===== config.mk =====
export PLATFORM = sky130hd
export DESIGN_NAME = encoder_scan_ctrl
export DESIGN_NICKNAME = d
export VERILOG_FILES = /design/src/rtl/encoder_scan_ctrl.sv
export SDC_FILE = /design/constraint.sdc
export NUM_CORES = 1
export LEC_CHECK = 0
export CAP_MARGIN = 10
export CORE_MARGIN = 2
export CORE_UTILIZATION = 59
export DETAILED_ROUTE_END_ITERATION = 12
export PLACE_DENSITY = 0.8
export SYNTH_ARGS = -nofsm -noshare
export SYNTH_HDL_FRONTEND = slang
export SYNTH_SLANG_ARGS = --single-unit

===== constraint.sdc =====
create_clock -name clk -period 5.9 [get_ports clk]
set_input_delay 1.77 -clock clk [delete_from_list [all_inputs] [get_ports clk]]
set_output_delay 1.77 -clock clk [all_outputs]
set_load 0.005 [all_outputs]

===== src/rtl/encoder_scan_ctrl.sv =====
`default_nettype none
// ============================================================================
// Module   : encoder_scan_ctrl
// Purpose  : Round-robin scanner for NUM_ENC quadrature encoders with push
//            buttons. Accumulates saturating signed step deltas per encoder.
//            A host read port with read-and-clear semantics shares the state
//            table with the scanner.
// Ports    : clk, reset         - clock, synchronous active-high reset
//            debounced[15:0]    - bit 3i=A, 3i+1=B, 3i+2=button of encoder i
//            host_req/host_idx  - read request and encoder index
//            host_ack           - read data valid, one clock after host_req
//            host_delta/btn/btn_chg/err - entry contents before the clear
//            irq                - any entry has delta!=0, btn_chg or err
// Revision : 1.0 - initial release
// ============================================================================
module encoder_scan_ctrl #(
    parameter int SCAN_DIV = 15,
    parameter int NUM_ENC  = 5,
    parameter int DELTA_W  = 8
) (
    input  logic               clk,
    input  logic               reset,
    input  logic [15:0]        debounced,
    input  logic               host_req,
    input  logic [2:0]         host_idx,
    output logic               host_ack,
    output logic [DELTA_W-1:0] host_delta,
    output logic               host_btn,
    output logic               host_btn_chg,
    output logic               host_err,
    output logic               irq
);

    localparam int                 DIV_W        = (SCAN_DIV > 0) ? $clog2(SCAN_DIV + 1) : 1;
    localparam logic [DIV_W-1:0]   c_DIV_RELOAD = DIV_W'(SCAN_DIV);
    localparam logic [2:0]         c_LAST_IDX   = 3'(NUM_ENC - 1);
    localparam logic [2:0]         c_NUM_ENC    = 3'(NUM_ENC);

    // Quadrature phase position along the forward sequence 00->01->11->10.
    function automatic logic [1:0] phase_pos(input logic [1:0] ab);
        phase_pos = {ab[1], ab[1] ^ ab[0]};
    endfunction

    // Signed add of a -1/0/+1 increment, clamped at the representable limits.
    function automatic logic [DELTA_W-1:0] sat_add(input logic [DELTA_W-1:0] a,
                                                   input logic [1:0]         inc);
        logic [DELTA_W:0] sum;
        sum = {a[DELTA_W-1], a} + {{(DELTA_W-1){inc[1]}}, inc};
        if (sum[DELTA_W] != sum[DELTA_W-1])
            sat_add = sum[DELTA_W] ? {1'b1, {(DELTA_W-1){1'b0}}}
                                   : {1'b0, {(DELTA_W-1){1'b1}}};
        else
            sat_add = sum[DELTA_W-1:0];
    endfunction

    // Per-encoder views of the debounced vector
    logic [1:0] w_ab  [NUM_ENC];
    logic       w_btn [NUM_ENC];

    generate
        for (genvar g = 0; g < NUM_ENC; g++) begin : g_unpack
            assign w_ab[g]  = {debounced[3*g+1], debounced[3*g]};
            assign w_btn[g] = debounced[3*g+2];
        end
    endgenerate

    // State table
    logic [DELTA_W-1:0] delta_q   [NUM_ENC], delta_d   [NUM_ENC];
    logic [1:0]         prev_ab_q [NUM_ENC], prev_ab_d [NUM_ENC];
    logic               prev_btn_q[NUM_ENC], prev_btn_d[NUM_ENC];
    logic               btn_chg_q [NUM_ENC], btn_chg_d [NUM_ENC];
    logic               err_q     [NUM_ENC], err_d     [NUM_ENC];
    logic               valid_q   [NUM_ENC], valid_d   [NUM_ENC];

    logic [DIV_W-1:0]   div_q, div_d;
    logic [2:0]         scan_idx_q, scan_idx_d;

    logic               ack_q, ack_d;
    logic [DELTA_W-1:0] hdelta_q, hdelta_d;
    logic               hbtn_q, hbtn_d;
    logic               hchg_q, hchg_d;
    logic               herr_q, herr_d;
    logic               irq_q, irq_d;

    // Scanner decode for the entry currently being visited
    logic       w_scan_step;
    logic [1:0] w_cur_ab;
    logic       w_cur_btn;
    logic [1:0] w_pos_diff;
    logic [1:0] w_inc;
    logic       w_bad;
    logic       w_host_ok;

    assign w_scan_step = (div_q == '0);
    assign w_cur_ab    = w_ab[scan_idx_q];
    assign w_cur_btn   = w_btn[scan_idx_q];
    assign w_pos_diff  = phase_pos(w_cur_ab) - phase_pos(prev_ab_q[scan_idx_q]);
    assign w_inc       = (w_pos_diff == 2'd1) ? 2'b01 :
                         (w_pos_diff == 2'd3) ? 2'b11 : 2'b00;
    // A two-bit jump has no defined direction: flag it, count nothing.
    assign w_bad       = (w_pos_diff == 2'd2);
    assign w_host_ok   = host_req && (host_idx < c_NUM_ENC);

    always_comb begin
        for (int i = 0; i < NUM_ENC; i++) begin
            delta_d[i]    = delta_q[i];
            prev_ab_d[i]  = prev_ab_q[i];
            prev_btn_d[i] = prev_btn_q[i];
            btn_chg_d[i]  = btn_chg_q[i];
            err_d[i]      = err_q[i];
            valid_d[i]    = valid_q[i];
        end
        div_d      = div_q - 1'b1;
        scan_idx_d = scan_idx_q;

        // Host clear is applied first; a colliding scan step then accumulates
        // on top of the cleared entry so only this step's events remain.
        if (w_host_ok) begin
            delta_d[host_idx]   = '0;
            btn_chg_d[host_idx] = 1'b0;
            err_d[host_idx]     = 1'b0;
        end

        if (w_scan_step) begin
            div_d      = c_DIV_RELOAD;
            scan_idx_d = (scan_idx_q == c_LAST_IDX) ? 3'd0 : scan_idx_q + 3'd1;
            if (!valid_q[scan_idx_q]) begin
                // First visit only captures levels so power-up state never counts.
                valid_d[scan_idx_q] = 1'b1;
            end else begin
                delta_d[scan_idx_q]   = sat_add(delta_d[scan_idx_q], w_inc);
                err_d[scan_idx_q]     = err_d[scan_idx_q] | w_bad;
                btn_chg_d[scan_idx_q] = btn_chg_d[scan_idx_q] |
                                        (w_cur_btn != prev_btn_q[scan_idx_q]);
            end
            prev_ab_d[scan_idx_q]  = w_cur_ab;
            prev_btn_d[scan_idx_q] = w_cur_btn;
        end

        // Read data reflects the entry before any clear or scan this cycle
        ack_d    = host_req;
        hdelta_d = '0;
        hbtn_d   = 1'b0;
        hchg_d   = 1'b0;
        herr_d   = 1'b0;
        if (w_host_ok) begin
            hdelta_d = delta_q[host_idx];
            hbtn_d   = prev_btn_q[host_idx];
            hchg_d   = btn_chg_q[host_idx];
            herr_d   = err_q[host_idx];
        end

        irq_d = 1'b0;
        for (int i = 0; i < NUM_ENC; i++) begin
            irq_d = irq_d | (delta_q[i] != '0) | btn_chg_q[i] | err_q[i];
        end
    end

    always_ff @(posedge clk) begin
        if (reset) begin
            for (int i = 0; i < NUM_ENC; i++) begin
                delta_q[i]    <= '0;
                prev_ab_q[i]  <= '0;
                prev_btn_q[i] <= 1'b0;
                btn_chg_q[i]  <= 1'b0;
                err_q[i]      <= 1'b0;
                valid_q[i]    <= 1'b0;
            end
            div_q      <= c_DIV_RELOAD;
            scan_idx_q <= 3'd0;
            ack_q      <= 1'b0;
            hdelta_q   <= '0;
            hbtn_q     <= 1'b0;
            hchg_q     <= 1'b0;
            herr_q     <= 1'b0;
            irq_q      <= 1'b0;
        end else begin
            for (int i = 0; i < NUM_ENC; i++) begin
                delta_q[i]    <= delta_d[i];
                prev_ab_q[i]  <= prev_ab_d[i];
                prev_btn_q[i] <= prev_btn_d[i];
                btn_chg_q[i]  <= btn_chg_d[i];
                err_q[i]      <= err_d[i];
                valid_q[i]    <= valid_d[i];
            end
            div_q      <= div_d;
            scan_idx_q <= scan_idx_d;
            ack_q      <= ack_d;
            hdelta_q   <= hdelta_d;
            hbtn_q     <= hbtn_d;
            hchg_q     <= hchg_d;
            herr_q     <= herr_d;
            irq_q      <= irq_d;
        end
    end

    assign host_ack     = ack_q;
    assign host_delta   = hdelta_q;
    assign host_btn     = hbtn_q;
    assign host_btn_chg = hchg_q;
    assign host_err     = herr_q;
    assign irq          = irq_q;

endmodule
`default_nettype wire


==> impl_metrics.json <==
{
  "status": "finished clean",
  "ctsResizeCount": 0,
  "routabilityCongestion": 0.970,
  "seq_area_frac_synth": 0.373,
  "design.portCount": 35,
  "fmax_mhz": 184,
  "holdBufCountCts": 0,
  "postSynthCellCount": 576,
  "ys.warnings.count": 0,
  "h-tree-depth": 3,
  "cp.required_ns": 6.13,
  "antenna_found_initial": 0,
  "fin_crit_sh": 0.923,
  "p_clk_frac": 0.376,
  "end_kind": "flop",
  "clockBufferDepth": 2,
  "synthArstFlopShare": 0,
  "hold_path.class": "flop to flop",
  "ant_nets": 0,
  "grt_pass1_wl_um": 22800,
  "startpoint_type": "input port",
  "fin_crit_ns": 5.45,
  "drcViolationCount": 0,
  "postSynthAreaPerCell_um2": 8.68,
  "dr.pass1.iters": 5,
  "drtIter0Drc": 421,
  "skew_ns": 0.0209,
  "syn_to_final_growth_pct": 16.1,
  "power_frac_seq": 0.522,
  "syn_nets": 611,
  "cts_sinks": 93,
  "ir_drop_mv": 0.106,
  "grt_util_all_layers": 0.322,
  "grt_max_degree": 54,
  "rows": 33,
  "final-hold-violation-count": 0,
  "port_buffers": 33,
  "synth_ff_type": "dfxtp_1",
  "power_frac_comb": 0.102,
  "drv_slew": 0,
  "synth-seq-cells": 93,
  "maxCapViolCount": 0,
  "design.core.area_mm2": 0.00822,
  "start_util": 0.608,
  "final_cells": 730,
  "fp.dieArea_mm2": 0.00922,
  "rsz0062_at_grt": "false",
  "whs_ns": 0.406,
  "cts.reportedPaths.clkPinSlew_ns": 0.10,
  "grtUsageMet3": 0.0619,
  "clk_latency_ns": 0.37,
  "path_max_fanout": 8,
  "drive_above_1_share": 0.138,
  "busiest_layer": "met2",
  "tightest_slew_ns": 0.926,
  "use_met2": 0.505,
  "vias": 4741,
  "cts_root_buf": "clkbuf_8",
  "slew_headroom": 0.382,
  "synth_area_mm2": 0.00500,
  "cp_data_arrival_time_ns": 5.68,
  "cts_setup_buffers": 0,
  "setup_viol": 0,
  "fp.dieH_um": 96.0,
  "setup.worst_path.class": "input port to flop",
  "p_switching_uw": 321,
  "synth_edf_count": 0,
  "cts_buffers": 9,
  "grt_overflow": 0,
  "die_w_um": 96.0,
  "routedWlPerCell_um": 19.4,
  "grt_pass1_vias": 4479,
  "nets": 655,
  "grt_use_met1": 0.440,
  "p_int_uw": 888,
  "diodes": 0,
  "yosysUniqueCellTypes": 61,
  "p_leak_uw": 0.00214,
  "via_per_inst": 6.49,
  "drt-total-wl_um": 14200,
  "cts_tree": "yes",
  "p_per_area_mw_per_mm2": 208,
  "place_inst": 714,
  "dp_hpwl_um": 10500,
  "switching_share": 0.266
}
layout make-up:
class / count / area, µm²
inverter: 10 / 37.5
tap: 105 / 131
sequential: 93 / 1860
clock buffer: 9 / 124
clock inverter: 7 / 86.3
fill: 655 / 2420
multi-input combinational: 433 / 2930
timing repair buffer: 73 / 626
state kept, by name (all words and copies together), names as in the netlist, 3 cells and up, named ones only:
register,flops
prev_ab_q,10
host_delta,8
valid_q,5
btn_chg_q,5
scan_idx_q,3
div_q,4
prev_btn_q,5
err_q,5
delta_q,40
power by group through the flow:
| stage | clock (µW) | sequential [µW] | combinational (µW) |
|---|---|---|---|
| finish | 455 | 631 | 124 |
| global route | 479 | 631 | 133 |
| CTS | 455 | 631 | 121 |
| detailed placement | 0 | 645 | 121 |
| global placement | 0 | 645 | 118 |
| floorplan | 0 | 645 | 69.1 |
path summary, 6_finish.rpt:
check | slack [ns] | end | from | depth (start not counted)
max reg2reg | 1.14 | delta_q[1][6] | scan_idx_q[1] | 16
min | 0.41 | div_q[0] | div_q[0] | 1
max | 0.45 | delta_q[1][6] | debounced[4] | 17
min reg2reg | 0.41 | div_q[0] | div_q[0] | 1
cell usage after synthesis (3+ instances only):
cell	number	share of area
a211oi_1	27	0.041
a21boi_0	7	0.011
a21o_1	3	0.0045
a21oi_1	41	0.041
a221o_1	7	0.014
a22oi_1	4	0.0060
a2bb2oi_1	3	0.0053
a31oi_1	9	0.011
and2_1	9	0.011
and3_1	10	0.013
buf_1	4	0.0030
buf_2	13	0.013
clkbuf_1	21	0.016
dfxtp_1	93	0.37
ha_1	12	0.030
inv_1	10	0.0075
mux2i_1	15	0.030
mux4_1	3	0.016
mux4_2	13	0.059
nand2_1	70	0.053
nand3_1	29	0.029
nor2_1	59	0.044
nor2b_1	6	0.0075
nor3_2	3	0.0060
nor3b_1	5	0.0075
nor4_1	12	0.015
o211ai_1	6	0.0090
o21a_1	4	0.0060
o21ai_0	32	0.032
xnor2_1	5	0.0088
xor2_1	3	0.0053
stage by stage:
step | total power (µW) | setup WS (ns) | instance area (µm²) | util | setup TNS (ns)
after floorplan | 714 | 0.772 | 5000 | - | 0
after global placement | 763 | 0.0315 | 5590 | 0.680 | 0
after detailed placement | 766 | -0.0782 | 5590 | 0.680 | -0.495
after CTS | 1210 | 0.274 | 5800 | 0.706 | 0
after global routing | 1240 | 0.144 | 5800 | 0.706 | 0
final | 1210 | 0.452 | 5800 | 0.706 | 0
worst max-delay path, cell delays in order:
cell and delay (ns):
clkdlybuf4s50_1 0.44, nor2b_1 0.12, a211oi_1 0.06, o32a_1 0.39, xnor2_1 0.13, ha_1 0.20
xor2_1 0.17, xnor2_1 0.24, nor2_2 0.15, buf_4 0.17, fa_1 0.47, a211oi_1 0.35
nor2_1 0.12, a211oi_1 0.34, o22ai_1 0.26, a31oi_1 0.25, nor2_1 0.05
per-layer routing:
metal / wire, µm / vias to the layer above / part of all wire
met5: 0 / - / 0
met4: 325 / 0 / 0.023
met3: 1260 / 39 / 0.089
met2: 6620 / 266 / 0.47
met1: 5990 / 2223 / 0.42
li1: - / 2213 / -
kinds of logic (layout without fill, tap and decap cells):
kind of cell / after synthesis / in the layout / share of synthesized area
AO/OA/AOI/OAI: 162 / 162 / 0.219
buffers and inverters: 50 / 99 / 0.0418
adder cells (fa/ha/maj): 13 / 13 / 0.0341
XOR/XNOR: 8 / 8 / 0.0140
flip-flops: 93 / 93 / 0.373
multiplexers: 32 / 32 / 0.107
AND/OR/NAND/NOR: 218 / 218 / 0.212
placed cells by master, fill, tap and decap left out, drive strengths merged, types with 16 or more instances in the layout:
master / n
a211oi: 29
a21oi: 41
buf: 41
clkdlybuf4s50: 32
dfxtp: 93
mux4: 16
nand2: 71
nand3: 29
nor2: 59
o21ai: 32
Note: power is estimated with default switching activity, not from simulation.
